==> src/rtl/mem_port_arbiter.sv <==
// Shares one single-ported memory between an instruction-fetch port and a
// data-memory port. One access in flight at a time; contended grants
// alternate strictly between the two requesters.
module mem_port_arbiter #(
    parameter int ADDR_W = 32,
    parameter int DATA_W = 32,
    parameter int LAT    = 1      // memory read latency, 1..7
) (
    input  logic              clk,
    input  logic              rst,
    input  logic              if_req,
    input  logic [ADDR_W-1:0] if_addr,
    output logic              if_ack,
    output logic [DATA_W-1:0] if_rdata,
    input  logic              dm_req,
    input  logic              dm_we,
    input  logic [3:0]        dm_be,
    input  logic [ADDR_W-1:0] dm_addr,
    input  logic [DATA_W-1:0] dm_wdata,
    output logic              dm_ack,
    output logic [DATA_W-1:0] dm_rdata,
    output logic              mem_en,
    output logic              mem_we,
    output logic [3:0]        mem_be,
    output logic [ADDR_W-1:0] mem_addr,
    output logic [DATA_W-1:0] mem_wdata,
    input  logic [DATA_W-1:0] mem_rdata,
    output logic              phase
);

    typedef enum logic {IDLE, BUSY} state_t;

    // Counter is loaded at grant and reaches zero in the ack cycle.
    localparam logic [2:0] CNT_INIT = 3'(LAT - 1);

    state_t     state;
    logic [2:0] cnt;
    logic       owner;   // requester of the access in flight (0=IF, 1=DM)

    logic any_req;
    logic win_dm;
    logic grant;
    logic done;

    // When both request, the one that did not get the last grant wins.
    assign any_req = if_req | dm_req;
    assign win_dm  = dm_req & (~if_req | ~phase);

    // Grant and completion are gated by rst so every output drops to 0
    // the instant reset is asserted, before the state registers settle.
    assign grant = rst & (state == IDLE) & any_req;
    assign done  = rst & (state == BUSY) & (cnt == 3'd0);

    // Memory-side strobes come straight from the winner in the grant cycle;
    // read data is passed through only in the owner's ack cycle.
    always_comb begin
        mem_en    = grant;
        mem_we    = 1'b0;
        mem_be    = 4'b0000;
        mem_addr  = '0;
        mem_wdata = '0;
        if (grant) begin
            mem_addr = win_dm ? dm_addr : if_addr;
            if (win_dm) begin
                mem_we    = dm_we;
                mem_be    = dm_be;
                mem_wdata = dm_wdata;
            end
        end
        if_ack   = done & ~owner;
        dm_ack   = done & owner;
        if_rdata = if_ack ? mem_rdata : '0;
        dm_rdata = dm_ack ? mem_rdata : '0;
    end

    // Two-state controller: IDLE grants, BUSY counts down the latency.
    // phase powers up as DM so that IF takes the first contended grant.
    always_ff @(posedge clk or negedge rst) begin
        if (!rst) begin
            state <= IDLE;
            cnt   <= 3'd0;
            owner <= 1'b0;
            phase <= 1'b1;
        end else begin
            case (state)
                IDLE: begin
                    if (any_req) begin
                        state <= BUSY;
                        cnt   <= CNT_INIT;
                        owner <= win_dm;
                        phase <= win_dm;
                    end
                end
                BUSY: begin
                    if (cnt == 3'd0) begin
                        state <= IDLE;
                    end else begin
                        cnt <= cnt - 3'd1;
                    end
                end
                default: state <= IDLE;
            endcase
        end
    end

endmodule

==> config.mk <==
export PLATFORM = sky130hd
export DESIGN_NAME = mem_port_arbiter
export DESIGN_NICKNAME = d
export VERILOG_FILES = /design/src/rtl/mem_port_arbiter.sv
export SDC_FILE = /design/constraint.sdc
export NUM_CORES = 1
export LEC_CHECK = 0
export BUFFER_PORTS_ARGS = -buffer_cell sky130_fd_sc_hd__buf_4
export CORE_AREA = 2 2 106 108
export DETAILED_ROUTE_END_ITERATION = 10
export DIE_AREA = 0 0 108 110
export SLEW_MARGIN = 40
export SYNTH_ARGS = -nofsm -noshare
export SYNTH_HDL_FRONTEND = slang
export SYNTH_SLANG_ARGS = --single-unit
==> constraint.sdc <==
create_clock -name clk -period 4.7 [get_ports clk]
set_clock_uncertainty 0.05 [all_clocks]
set_input_delay 0.94 -clock clk [delete_from_list [all_inputs] [get_ports clk]]
set_output_delay 0.94 -clock clk [all_outputs]
set_load 0.02 [all_outputs]
; Yosys cells after proc, flatten, opt, wreduce, memory -nomap -nowiden
; Index checks and enable logic that the tools add are counted.
[op_classes]
addsub = 1
mux = 16
reduce_logical = 3
n_bitwise = 13
eq_ne = 2
[op_table]
columns = cell, n
row1 = 2-to-1 mux 32 bit, 6
row2 = 2-to-1 mux 4 bit, 2
row3 = bitwise AND 1 bit, 7
row4 = 2-to-1 mux 3 bit, 2
row5 = one-hot mux 3 bit (2 select lines), 1
row6 = 2-to-1 mux 1 bit, 4
row7 = inequality test 2 bit (second input constant), 2
row8 = inverter 1 bit, 4
row9 = AND reduction 2 bit, 2
row10 = logical NOT 3 bit, 1
row11 = subtractor 3 x 1 -> 3 bit (second input constant), 1
row12 = OR 1 bit, 2
row13 = one-hot mux 1 bit (2 select lines), 1
[word_totals]
reg_bits = 6
in_bits = 137
out_inout_bits = 137
word_cells = 39

; Logic depth before layout (Yosys ltp)
[depth]
ltp_word = 5
depth_mapped = 7
ltp_nobuf = 6

; Least setup slack after synthesis
; Ideal clock, no wire load.
[synth_timing]
path_type = input -> output
start = input dm_req
end = output mem_addr[22]
setup_slack_ns = 1.867
t_required_ns = 3.710
path_buffers = 2
t_arrival_ns = 1.843
cell_stages = 5
path_cell_list = a21bo_1 buf_6 buf_2 nand2_1 a21oi_1
[synth_via]
elab_chain_cells = 3
word_cells_on_any_way = 5
cone_classes = mux (2) / bitwise (3)
[synth_rtl]
columns = element, line
row1 = "start, declared", 15  ; input logic dm_req,
row2 = bitwise AND 1 bit / OR 1 bit (equally long branches), "47, 46"
row3 = 2-to-1 mux 32 bit / bitwise AND 1 bit (equally long branches), "63, 51"
row4 = 2-to-1 mux 32 bit *, 62  ; if (grant) begin
row5 = "end, declared", 25  ; output logic [ADDR_W-1:0] mem_addr,
; Mark *: on every way between the ends. The rest lies on a longest branch, timed or not.

; Worst setup path after layout
[layout_timing]
start = input dm_req
end = output mem_addr[23]
; Same word-level chain as after synthesis.

==> run_results.csv <==
group,metric,value,unit
timing,slew_headroom,52.90,%
timing,tightest_slew,704.6,ps
floorplanning,core-area,10700,sq um
critical_path,worst_setup_path_start_kind,"input pin",
grt,grt-ovfl-total,0,
critical_path,reg2reg_to,"cnt[0]",
synthesis,synth_edf_count,0,
critical_path,cpMostUsedCell,"buf_4",
route,drt-total-wl,8849,um
synthesis,yosysSeqAreaShare,10.11,%
route,routedWlPerCell,13.66,um
critical_path,cp_top_family,"compound AO/OA/AOI/OAI gates",
final_layout,syn_to_final_growth,146.2,%
floorplanning,die_w,108,um
critical_path,crit_arrival,2390,ps
clock_tree,cts_max_path_buffers,2,
grt,grt_max_degree,38,
critical_path,path_buf_inv,3,
timing,finalCritPeriodShare,72.02,%
timing,max_freq,0.2954,GHz
grt,antenna_found_initial,0,
timing,setup_viol,0,
pwr,p_per_area,226.0,nW/um^2
synthesis,yosysTopAreaCell,"and2_1",
clock_tree,cts_sinks,6,
pwr,total_power,833.4,uW
final_layout,final-seq-area,151.4,sq um
timing,rsz0062_at_grt,"no",
floorplanning,ioPinCount,274,
synthesis,synthCells,248,
critical_path,critPathKind,"in2out",
final_layout,layout-drive-gt1-share,56.10,%
pwr,ir_drop,0.1314,mV
clock_tree,cts_resized,0,
clock_tree,post_cts_buffers,0,
placed_design,port_buffers,273,
grt,grt_first_pass_wirelength,11900,um
clock_tree,cts_buffers,3,
critical_path,max_stage_delay,460,ps
route,drc,0,
timing,timing.setup.tns,0,ps
clock_tree,cts_root_buf,"clkbuf_8",
critical_path,crit_required,3710,ps
critical_path,rrSetupSlack,3340,ps
grt,grt_pass1_vias,2301,
flow_run,cap_violations,0,
synthesis,ys.flop_type,"dfrtp_1",
clock_tree,clk_latency,230,ps
critical_path,r2r_cells,5,
placed_design,hpwl,7677,um
worst_hold_path,hold_path_class,"in2async",
floorplanning,die_y,110,um
critical_path,endpoint_kind,"output port",
clock_tree,htreeDepth,1,
synthesis,avgSynthCellArea,6.039,sq um
final_layout,multi_input_area,1229,sq um
synthesis,synthArstFlopShare,100.0,%
synthesis,synth_cell_types,23,
timing,hold_viol,0,
status,status,"complete, no violations",
route,drt_iter0_drc,94,
placed_design,dpl-instance-area,3642,sq um
clock_tree,holdBufCountCts,0,
critical_path,worstPathMaxFanout,25,
timing,min_period,3385,ps
critical_path,worstReg2RegStart,"cnt[0]",
grt,track_usage,12.89,%
clock_tree,cts_tree,"done",
route,first_pass_iters,4,
synthesis,synth_top_cell_area_share,42.19,%
synthesis,netlist_area,1498,sq um
synthesis,yosys-top-cells-count,"and2_1 (101), nand2_1 (64), a21oi_1 (34)",
route,vias,2547,
synthesis,synth_nets,387,
clock_tree,path_clk_slew,40,ps
floorplanning,rows,38,
floorplanning,die_area,11880,sq um
synthesis,synth_most_common_cell,"and2_1",
route,ant_nets,0,
synthesis,synth_area_leaders,"and2_1 (42%), nand2_1 (16%), a21oi_1 (11%)",
placed_design,gp_congestion,0.8028,
final_layout,num-fill-cells,1141,
final_layout,finish.instance_area,3687,sq um
critical_path,crit_slowest_cell,"a21bo_1",
final_layout,diodes,0,
pwr,leakagePower,2.103,nW
timing,slew_violations,0,
critical_path,crit_path_cell_trace,"buf_4, a21bo_1, buf_4, nand2_1, a21oi_1, buf_4",
floorplanning,initial_core_util,14.00,%
synthesis,ys_ff_latch,6,
synthesis,yosysWarnings,0,
final_layout,nets,648,
route,detail_route.vias_per_cell,3.931,
[flip-flops by register name (all words and copies together), names as in the netlist]
name and flops:
state 1, cnt 3, owner 1, phase 1
[per-stage QoR]
step | hold slack, ps | setup WS [ps] | cells | utilization, %
2_1_floorplan | 452.8 | 1867 | 248 | -
3_3_place_gp | 464.3 | 1239 | 644 | 33.81
3_5_place_dp | 479.7 | 1285 | 644 | 34.05
4_1_cts | 469.3 | 1282 | 648 | 34.47
5_1_grt | 476.5 | 1192 | 648 | 34.47
6_report | 476.5 | 1315 | 648 | 34.47
[cells in the final DEF (no fill, tap or decap), drive strengths merged, types with 2 or more instances in the layout]
cell / netlist / final
o22ai: 3 / 3
nand2b: 2 / 2
and2: 101 / 101
clkbuf: 4 / 4
buf: 15 / 275
dfrtp: 5 / 5
nand2: 64 / 64
inv: 6 / 6
nor2: 3 / 3
ha: 2 / 2
a21oi: 34 / 34
[logic make-up after synthesis]
logic type	Yosys count	synth area share, %
and+or+nand+nor	173	62.82
adders and majority gates	2	1.671
muxes	1	0.6684
buffers and inverters	25	9.523
DFF	6	10.11
AOI/OAI and AO/OA	41	15.20
[metal layers]
metal / vias to the layer above / track usage [%] / wire (um)
met1: 1107 / 13.88 / 3183
met4: 0 / 2.839 / 112
li1: 1292 / - / -
met5: - / 0 / 0
met2: 142 / 25.43 / 4648
met3: 6 / 2.998 / 905
[layout make-up]
| cell class | count | area share [%] |
|---|---|---|
| Multi-Input combinational cell | 217 | 33.32 |
| Timing Repair Buffer | 275 | 55.99 |
| Tap cell | 140 | 4.751 |
| Clock buffer | 4 | 1.222 |
| Inverter | 6 | 0.6108 |
| Sequential cell | 6 | 4.106 |
[worst max-delay path by stage]
stage / from / end / cells past startpoint / slack, ps
finish: dm_req / mem_addr[23] / 6 / 1320
global route: dm_req / mem_addr[23] / 6 / 1190
CTS: dm_req / mem_addr[23] / 6 / 1280
detailed placement: dm_req / mem_addr[23] / 6 / 1280
global placement: if_req / mem_addr[22] / 6 / 1240
floorplan: dm_req / mem_addr[22] / 5 / 1870
[worst register-to-register path, cell delays in order (launching register included)]
cell	delay (ps)
dfrtp_1	320
inv_1	60
ha_1	200
ha_1	200
a21oi_1	290
mux2i_1	120
[power by group]
group          internal (mW)  total, mW  switching, mW
Clock                 0.0586     0.0842         0.0256
Combinational          0.296      0.646          0.350
Sequential            0.0815      0.104         0.0221
No activity file was read; power rests on OpenSTA's default activity.
